$ cat src/rtl/hybrid_cache_linefill.sv
// rtl/hybrid_cache_linefill.sv - cache line fill engine: one external word read per line-memory write
// Optional critical-word-first ordering: define HYBRID_CACHE_CRITICAL_WORD_FIRST_EN.
module hybrid_cache_linefill #(
    parameter int ADDRBITS = 32,
    parameter int DATABITS = 32,
    parameter int LSBBITS  = 7
) (
    input  logic                clk,
    input  logic                reset_n,
    input  logic                fill_req,
    input  logic [ADDRBITS-1:0] fill_addr,
    input  logic                fill_abort,
    output logic                fill_busy,
    output logic                fill_crit,
    output logic                fill_done,
    output logic                mem_rdreq,
    output logic [ADDRBITS-1:0] mem_addr,
    input  logic                mem_rdvalid,
    input  logic [DATABITS-1:0] mem_rddata,
    output logic [LSBBITS-1:0]  line_mem_wraddr,
    output logic                line_mem_we,
    output logic [DATABITS-1:0] line_mem_in,
    output logic [1:0]          line_mem_in_wordlen
);
    localparam int IDXBITS = LSBBITS - 2;
    localparam int CNTBITS = LSBBITS - 1;
    localparam logic [CNTBITS-1:0] NWORDS  = {1'b1, {IDXBITS{1'b0}}};
    localparam logic [CNTBITS-1:0] CNT_ONE = {{(CNTBITS-1){1'b0}}, 1'b1};
    localparam logic [IDXBITS-1:0] IDX_ONE = {{(IDXBITS-1){1'b0}}, 1'b1};

    typedef enum logic [1:0] {IDLE, READ, WRITE, DONE} state_t;

    state_t                       state_q, state_d;
    logic [ADDRBITS-LSBBITS-1:0]  base_q;
    logic [IDXBITS-1:0]           idx_q;
    logic [CNTBITS-1:0]           cnt_q;
    logic [CNTBITS-1:0]           cnt_inc;
    logic [DATABITS-1:0]          data_q;
    logic [IDXBITS-1:0]           start_idx;
    logic                         unused_addr_bits;

`ifdef HYBRID_CACHE_CRITICAL_WORD_FIRST_EN
    assign start_idx = fill_addr[LSBBITS-1:2];
`else
    assign start_idx = '0;
`endif
    assign unused_addr_bits = ^fill_addr[LSBBITS-1:0];

    assign cnt_inc = cnt_q + CNT_ONE;

    always_comb begin
        state_d = state_q;
        case (state_q)
            IDLE:    if (fill_req) state_d = READ;
            READ:    if (mem_rdvalid) state_d = WRITE;
            WRITE:   state_d = (cnt_inc == NWORDS) ? DONE : READ;
            DONE:    state_d = IDLE;
            default: state_d = IDLE;
        endcase
        // Abort wins over every other event, including a coincident rdvalid.
        if (fill_abort && state_q != IDLE) state_d = IDLE;
    end

    always_ff @(posedge clk or negedge reset_n) begin
        if (!reset_n) begin
            state_q <= IDLE;
            base_q  <= '0;
            idx_q   <= '0;
            cnt_q   <= '0;
            data_q  <= '0;
        end else begin
            state_q <= state_d;
            case (state_q)
                IDLE: begin
                    if (fill_req) begin
                        base_q <= fill_addr[ADDRBITS-1:LSBBITS];
                        idx_q  <= start_idx;
                        cnt_q  <= '0;
                    end
                end
                READ: begin
                    if (mem_rdvalid && !fill_abort) data_q <= mem_rddata;
                end
                WRITE: begin
                    if (!fill_abort) begin
                        idx_q <= idx_q + IDX_ONE;
                        cnt_q <= cnt_inc;
                    end
                end
                default: ;
            endcase
        end
    end

    assign fill_busy           = (state_q != IDLE);
    assign fill_crit           = (state_q == WRITE) && (cnt_q == '0);
    assign fill_done           = (state_q == DONE);
    assign mem_rdreq           = (state_q == READ);
    assign mem_addr            = {base_q, idx_q, 2'b00};
    assign line_mem_we         = (state_q == WRITE);
    assign line_mem_wraddr     = {idx_q, 2'b00};
    assign line_mem_in         = data_q;
    assign line_mem_in_wordlen = 2'b10;

endmodule

$ cat config.mk
export PLATFORM = sky130hd
export DESIGN_NAME = hybrid_cache_linefill
export DESIGN_NICKNAME = d
export VERILOG_FILES = /design/src/rtl/hybrid_cache_linefill.sv
export SDC_FILE = /design/constraint.sdc
export NUM_CORES = 1
export LEC_CHECK = 0
export CORE_ASPECT_RATIO = 0.75
export CORE_UTILIZATION = 38
export CTS_BUF_LIST = sky130_fd_sc_hd__clkbuf_8
export DETAILED_ROUTE_END_ITERATION = 10
export PLACE_DENSITY_LB_ADDON = 0.08
export SYNTH_ARGS = -nofsm -noshare
export SYNTH_HDL_FRONTEND = slang
export SYNTH_SLANG_ARGS = --single-unit
$ cat constraint.sdc
create_clock -name clk -period 1.5 [get_ports clk]
set_input_delay 0.375 -clock clk [delete_from_list [all_inputs] [get_ports clk]]
set_output_delay 0.375 -clock clk [all_outputs]
set_load 0.02 [all_outputs]
* Word-level counts from Yosys, hierarchy flattened
Index checks and enable logic that the tools add are counted.
Widths: inputs -> output; s select.
** Cells by class
- Add/sub/neg operators :: 2
- Multiply operators :: 0
- Div/mod/pow operators :: 0
- Magnitude comparators :: 0
- Equality and inequality tests :: 8
- Shift operators :: 0
- Muxes and demuxes :: 11
- Bitwise operators :: 0
- Reductions and logical operators :: 12
** Operator list (count)
- $mux 6 :: 2
- $pmux 6 s2 :: 1
- $mux 5 :: 2
- $pmux 5 s2 :: 1
- $mux 2 :: 4
- $pmux 2 s4 :: 1
- $add 6x1->6 const B :: 1
- $eq 6x6->1 const B :: 1
- $logic_not 6->1 :: 1
- $reduce_and 2->1 :: 3
- $add 5x1->5 const B :: 1
- $eq 2x2->1 const B :: 2
- $ne 2x2->1 const B :: 2
- $reduce_bool 2->1 :: 2
- $logic_and 1x1->1 :: 3
- $ne 3x1->1 const B :: 1
- $ne 3x3->1 const B :: 1
- $reduce_and 3->1 :: 1
- $eq 2x1->1 const B :: 1
- $logic_not 2->1 :: 1
- $logic_not 1->1 :: 1
** Storage, ports and cells
- Bits in registers :: 70
- Bits in latches :: 0
- Memory bits (writable) :: 0
- Bits in read-only memories :: 0
- Output and inout bits :: 78
- Word-level logic and storage cells :: 38
- Memories kept :: 0

* Depth between registers and ports, before layout
- Depth in word-level cells :: 5
- Mapped depth :: 6
- Mapped depth without buffers :: 5

* Worst setup path after synthesis
OpenSTA, ideal clock, no wires.
- Path kind :: reg2out
- Start point :: register state_q[1]
- End point :: output port fill_crit
- Data arrival time :: 1.644 ns
- Required time :: 1.125 ns
- Slack :: -0.519 ns
- Stages on the path, launching flop included :: 4
- Path buffers :: 0
- Cell sequence :: dfrtp_1 -> nor2b_1 -> nand3b_1 -> nor4_1
** On the way
- Word-level cells in the longest chain between the ends :: 2
** Ends and longest elaborated chain
- start: declaration :: RTL line 33 : state_t state_q, state_d;
- start signal: assignment :: RTL line 72 : state_q <= state_d;
- $eq 2x2->1
- net line_mem_we :: RTL line 21 : output logic line_mem_we,
- $logic_and 1x1->1 :: RTL line 96 : assign fill_crit = (state_q == WRITE) && (cnt_q == '0);
- end: declaration :: RTL line 14 : output logic fill_crit,
The timed path passes the listed nets, and every way through them passes these cells.

* Worst setup path in the final report
- Start point :: register state_q[0]
- End point :: register data_q[17], in the netlist line_mem_in[17]
** On the way
- Word-level cells in the longest chain between the ends :: 2
** Ends and longest elaborated chain
- $eq 2x1->1 :: RTL line 73 : case (state_q)
- $reduce_and 2->1 (no source line)
- end signal: assignment :: RTL line 82 : if (mem_rdvalid && !fill_abort) data_q <= mem_rddata;
- end: declaration :: RTL line 38 : logic [DATABITS-1:0] data_q;
Every way passes these cells.
A chain may end at the register's enable or synchronous reset.

==> metrics.txt <==
CTS Buf Count 9; Final min period about 1.8 ns; placed cell count about 450; final critical-path share of the clock period 117%; Seq/Total Area, Yosys between 50% and 60%; Combinational Power Share a little under 40%; n_diodes 0; RSZ-0062 raised after global routing yes; input/output buffers roughly 130; Max Transition Viols Final 0; std cell rows 28; vias in the first global route about 2300; die width 106 microns; Synth top area share between 50 and 60%; Syn. warnings 0; Worst setup EP type flop; Seq pwr share 38.1%; Synth-to-Final Area Change 67.9%; Power Density about 1300 mW/mm^2; Synth area leader dfrtp_1; sequential cell area 0.00175 sq mm; Critical Path Max Stage Delay slightly above 0.4 ns; max-cap violations 0; routability cong. around 0.69; root buffer cell clkbuf_8; Via density between 4 and 5; drt pass-1 iters 4; H-tree Lvls 3; Final WS setup -0.256 ns; Critical Path RT 1.73 ns; f_max approximately 570 MHz; clock sinks 70; Final Setup Violations 69; initial antenna violation count 0; Worst setup SP type flop; slowest CP cell dfrtp_1; status finished with violations; Final Power roughly 0.0068 W; Worst Skew approximately 0.0086 ns; I/O Pins ~150; global-route usage over all layers a little under a fifth; Hold WS 0.395 ns; Detailed Route WL between 7000 and 8000 microns; DRC 0; Sw Ratio 31.6%; CTS tree built; maximum VDD drop 0.000686 V; Routed Antenna Nets 0; Detail Placement HPWL just under 5000 microns; die area between 0.008 and 0.009 sq mm; Leakage between 2 and 2.5 nW; top post-synthesis cells by count 70 x dfrtp_1, 29 x mux2_4, 25 x mux2_2, 11 x buf_4; Worst-Skew Late Latency between 0.3 and 0.4 ns; synth top area cells dfrtp_1 57%, mux2_4 14%, mux2_2 9.1%, buf_4 2.7%, buf_6 1.8%; synthesized netlist cell count roughly 210; P_sw 0.00215 W; final core utilization about two thirds; Nets about 450; Place WS -0.344 ns; Avg Cell Area, Syn 14.6 sq um; failing checks setup timing; Max Root-Sink Buffers 2; Internal between 0.004 and 0.005 W; Buf/Inv on CP 5; Initial Util around 40%; final hold violations 0; Async S/R FF share, synth 100%; GRT Residual Overflow 0; die extent in y around 80 microns; most frequent cell on the critical path buf_12; Setup CP Type reg -> reg; initial DRC count 50; Worst EP arrival roughly 2.0 ns; filler cell count in the final layout around 620; maximum fanout along the worst path 7; Seq cells post-synth 70; clock share of power 23.0%; Vias between 2000 and 2500; Mapped Area just over 0.003 sq mm; HP Class in -> async; multi-input logic area 0.00133 sq mm; share of cells above drive strength 1 34.2%; Distinct cells, synth 36; CP Cell Sequence buf_6, buf_12, nor2b_4, and3_4, buf_12, buf_12, buf_12, mux2_4; Core Region 0.00788 sq mm; clk slew on worst S/H paths 0.08 ns; post-route insts no fill roughly 500; top_reg_cell synth dfrtp_1; Routed WL per cell between 15 and 20 microns; largest net degree at the start of global routing 66; CP top delay family buffers and inverters; first-pass GRT wire length around 12000 microns; top-count cell post-synth dfrtp_1; Post-synth EDFFs 0
[power by group through the flow]
stage               sequential, W  clock (W)  combinational, W
floorplan                 0.00321          0          0.000767
global placement          0.00262          0           0.00265
detailed placement        0.00263          0           0.00267
CTS                       0.00260    0.00162           0.00267
global route              0.00267    0.00172           0.00279
finish                    0.00260    0.00156           0.00265
[stage by stage]
step	cell area (sq um)	TNS, ns
floorplan	3140	-1.62
global placement	4650	-20.44
detailed placement	4650	-21.98
CTS	5210	-10.93
global route	5190	-14.55
finish	5190	-10.18
[cell usage in the layout (no fill, tap or decap), types with 3 or more instances in the layout]
| cell type | netlist | routed |
|---|---|---|
| a22o_1 | 3 | 3 |
| buf_12 | 0 | 12 |
| buf_4 | 11 | 13 |
| buf_6 | 5 | 16 |
| clkbuf_8 | 0 | 11 |
| clkdlybuf4s15_1 | 0 | 5 |
| clkdlybuf4s50_1 | 0 | 60 |
| conb_1 | 2 | 6 |
| dfrtp_1 | 70 | 70 |
| dlygate4sd2_1 | 0 | 60 |
| ha_1 | 4 | 3 |
| inv_1 | 4 | 4 |
| mux2_4 | 29 | 57 |
| nand2_1 | 7 | 7 |
| nand4_1 | 3 | 3 |
| nor2_1 | 7 | 7 |
| o21ai_1 | 4 | 7 |
| xor2_1 | 4 | 4 |
[cell type report]
cell class	count	area share, %
sequential	70	33.8
tap	105	2.53
inverter	4	0.289
clock inverter	5	1.09
multi-input combinational	121	25.7
timing repair buffer	172	33.7
clock buffer	11	2.92
[sequential cells by signal, summed over array words and instances, names as in the netlist]
signal / cells
cnt_q: 6
state_q: 2
idx_q: 5
line_mem_in: 32
base_q: 25
[logic make-up (layout without fill, tap and decap cells)]
kind of cell	count (synthesis)	after routing	synth area share, %
other	2	6	0.243
AND/OR/NAND/NOR	31	31	6.20
flip-flops	70	70	56.7
AO/OA/AOI/OAI	16	16	3.28
buffers and inverters	24	192	5.59
adder cells (fa/ha/maj)	4	4	1.62
multiplexers	59	59	24.9
XOR/XNOR	5	5	1.42
[repair_timing]
item / 4_1_cts / 5_1_grt
pin swaps: 10 / 6
cloned: 4 / 0
setup endpoints to repair: 135 / 80
setup buffers: 15 / 6
resized for setup: 157 / 21
hold buffers: 1 / 0
endpoints found under the hold margin: 5 / 0
[per-layer routing]
layer / wire [microns] / GRT usage [%] / vias to the layer above
li1: - / - / 1049
met1: 3450 / 26.1 / 1091
met2: 3520 / 28.9 / 98
met3: 623 / 6.90 / 6
met4: 57 / 4.17 / 0
met5: 0 / 0 / -
[final timing paths]
kind	endpoint	depth (start not counted)	from	slack [ns]
hold / removal	base_q[19]$_DFFE_PN0P_	2	reset_n	0.39
min in group clk	base_q[17]$_DFFE_PN0P_	1	base_q[17]$_DFFE_PN0P_	0.50
setup reg to reg	line_mem_in[17]$_DFFE_PN0P_	8	state_q[0]$_DFFE_PN0P_	-0.26
setup / recovery	line_mem_in[17]$_DFFE_PN0P_	8	state_q[0]$_DFFE_PN0P_	-0.26
hold reg to reg	base_q[17]$_DFFE_PN0P_	1	base_q[17]$_DFFE_PN0P_	0.50
max in group asynchronous	line_mem_in[21]$_DFFE_PN0P_	3	reset_n	0.54
Power figures use the tool's default switching activity.
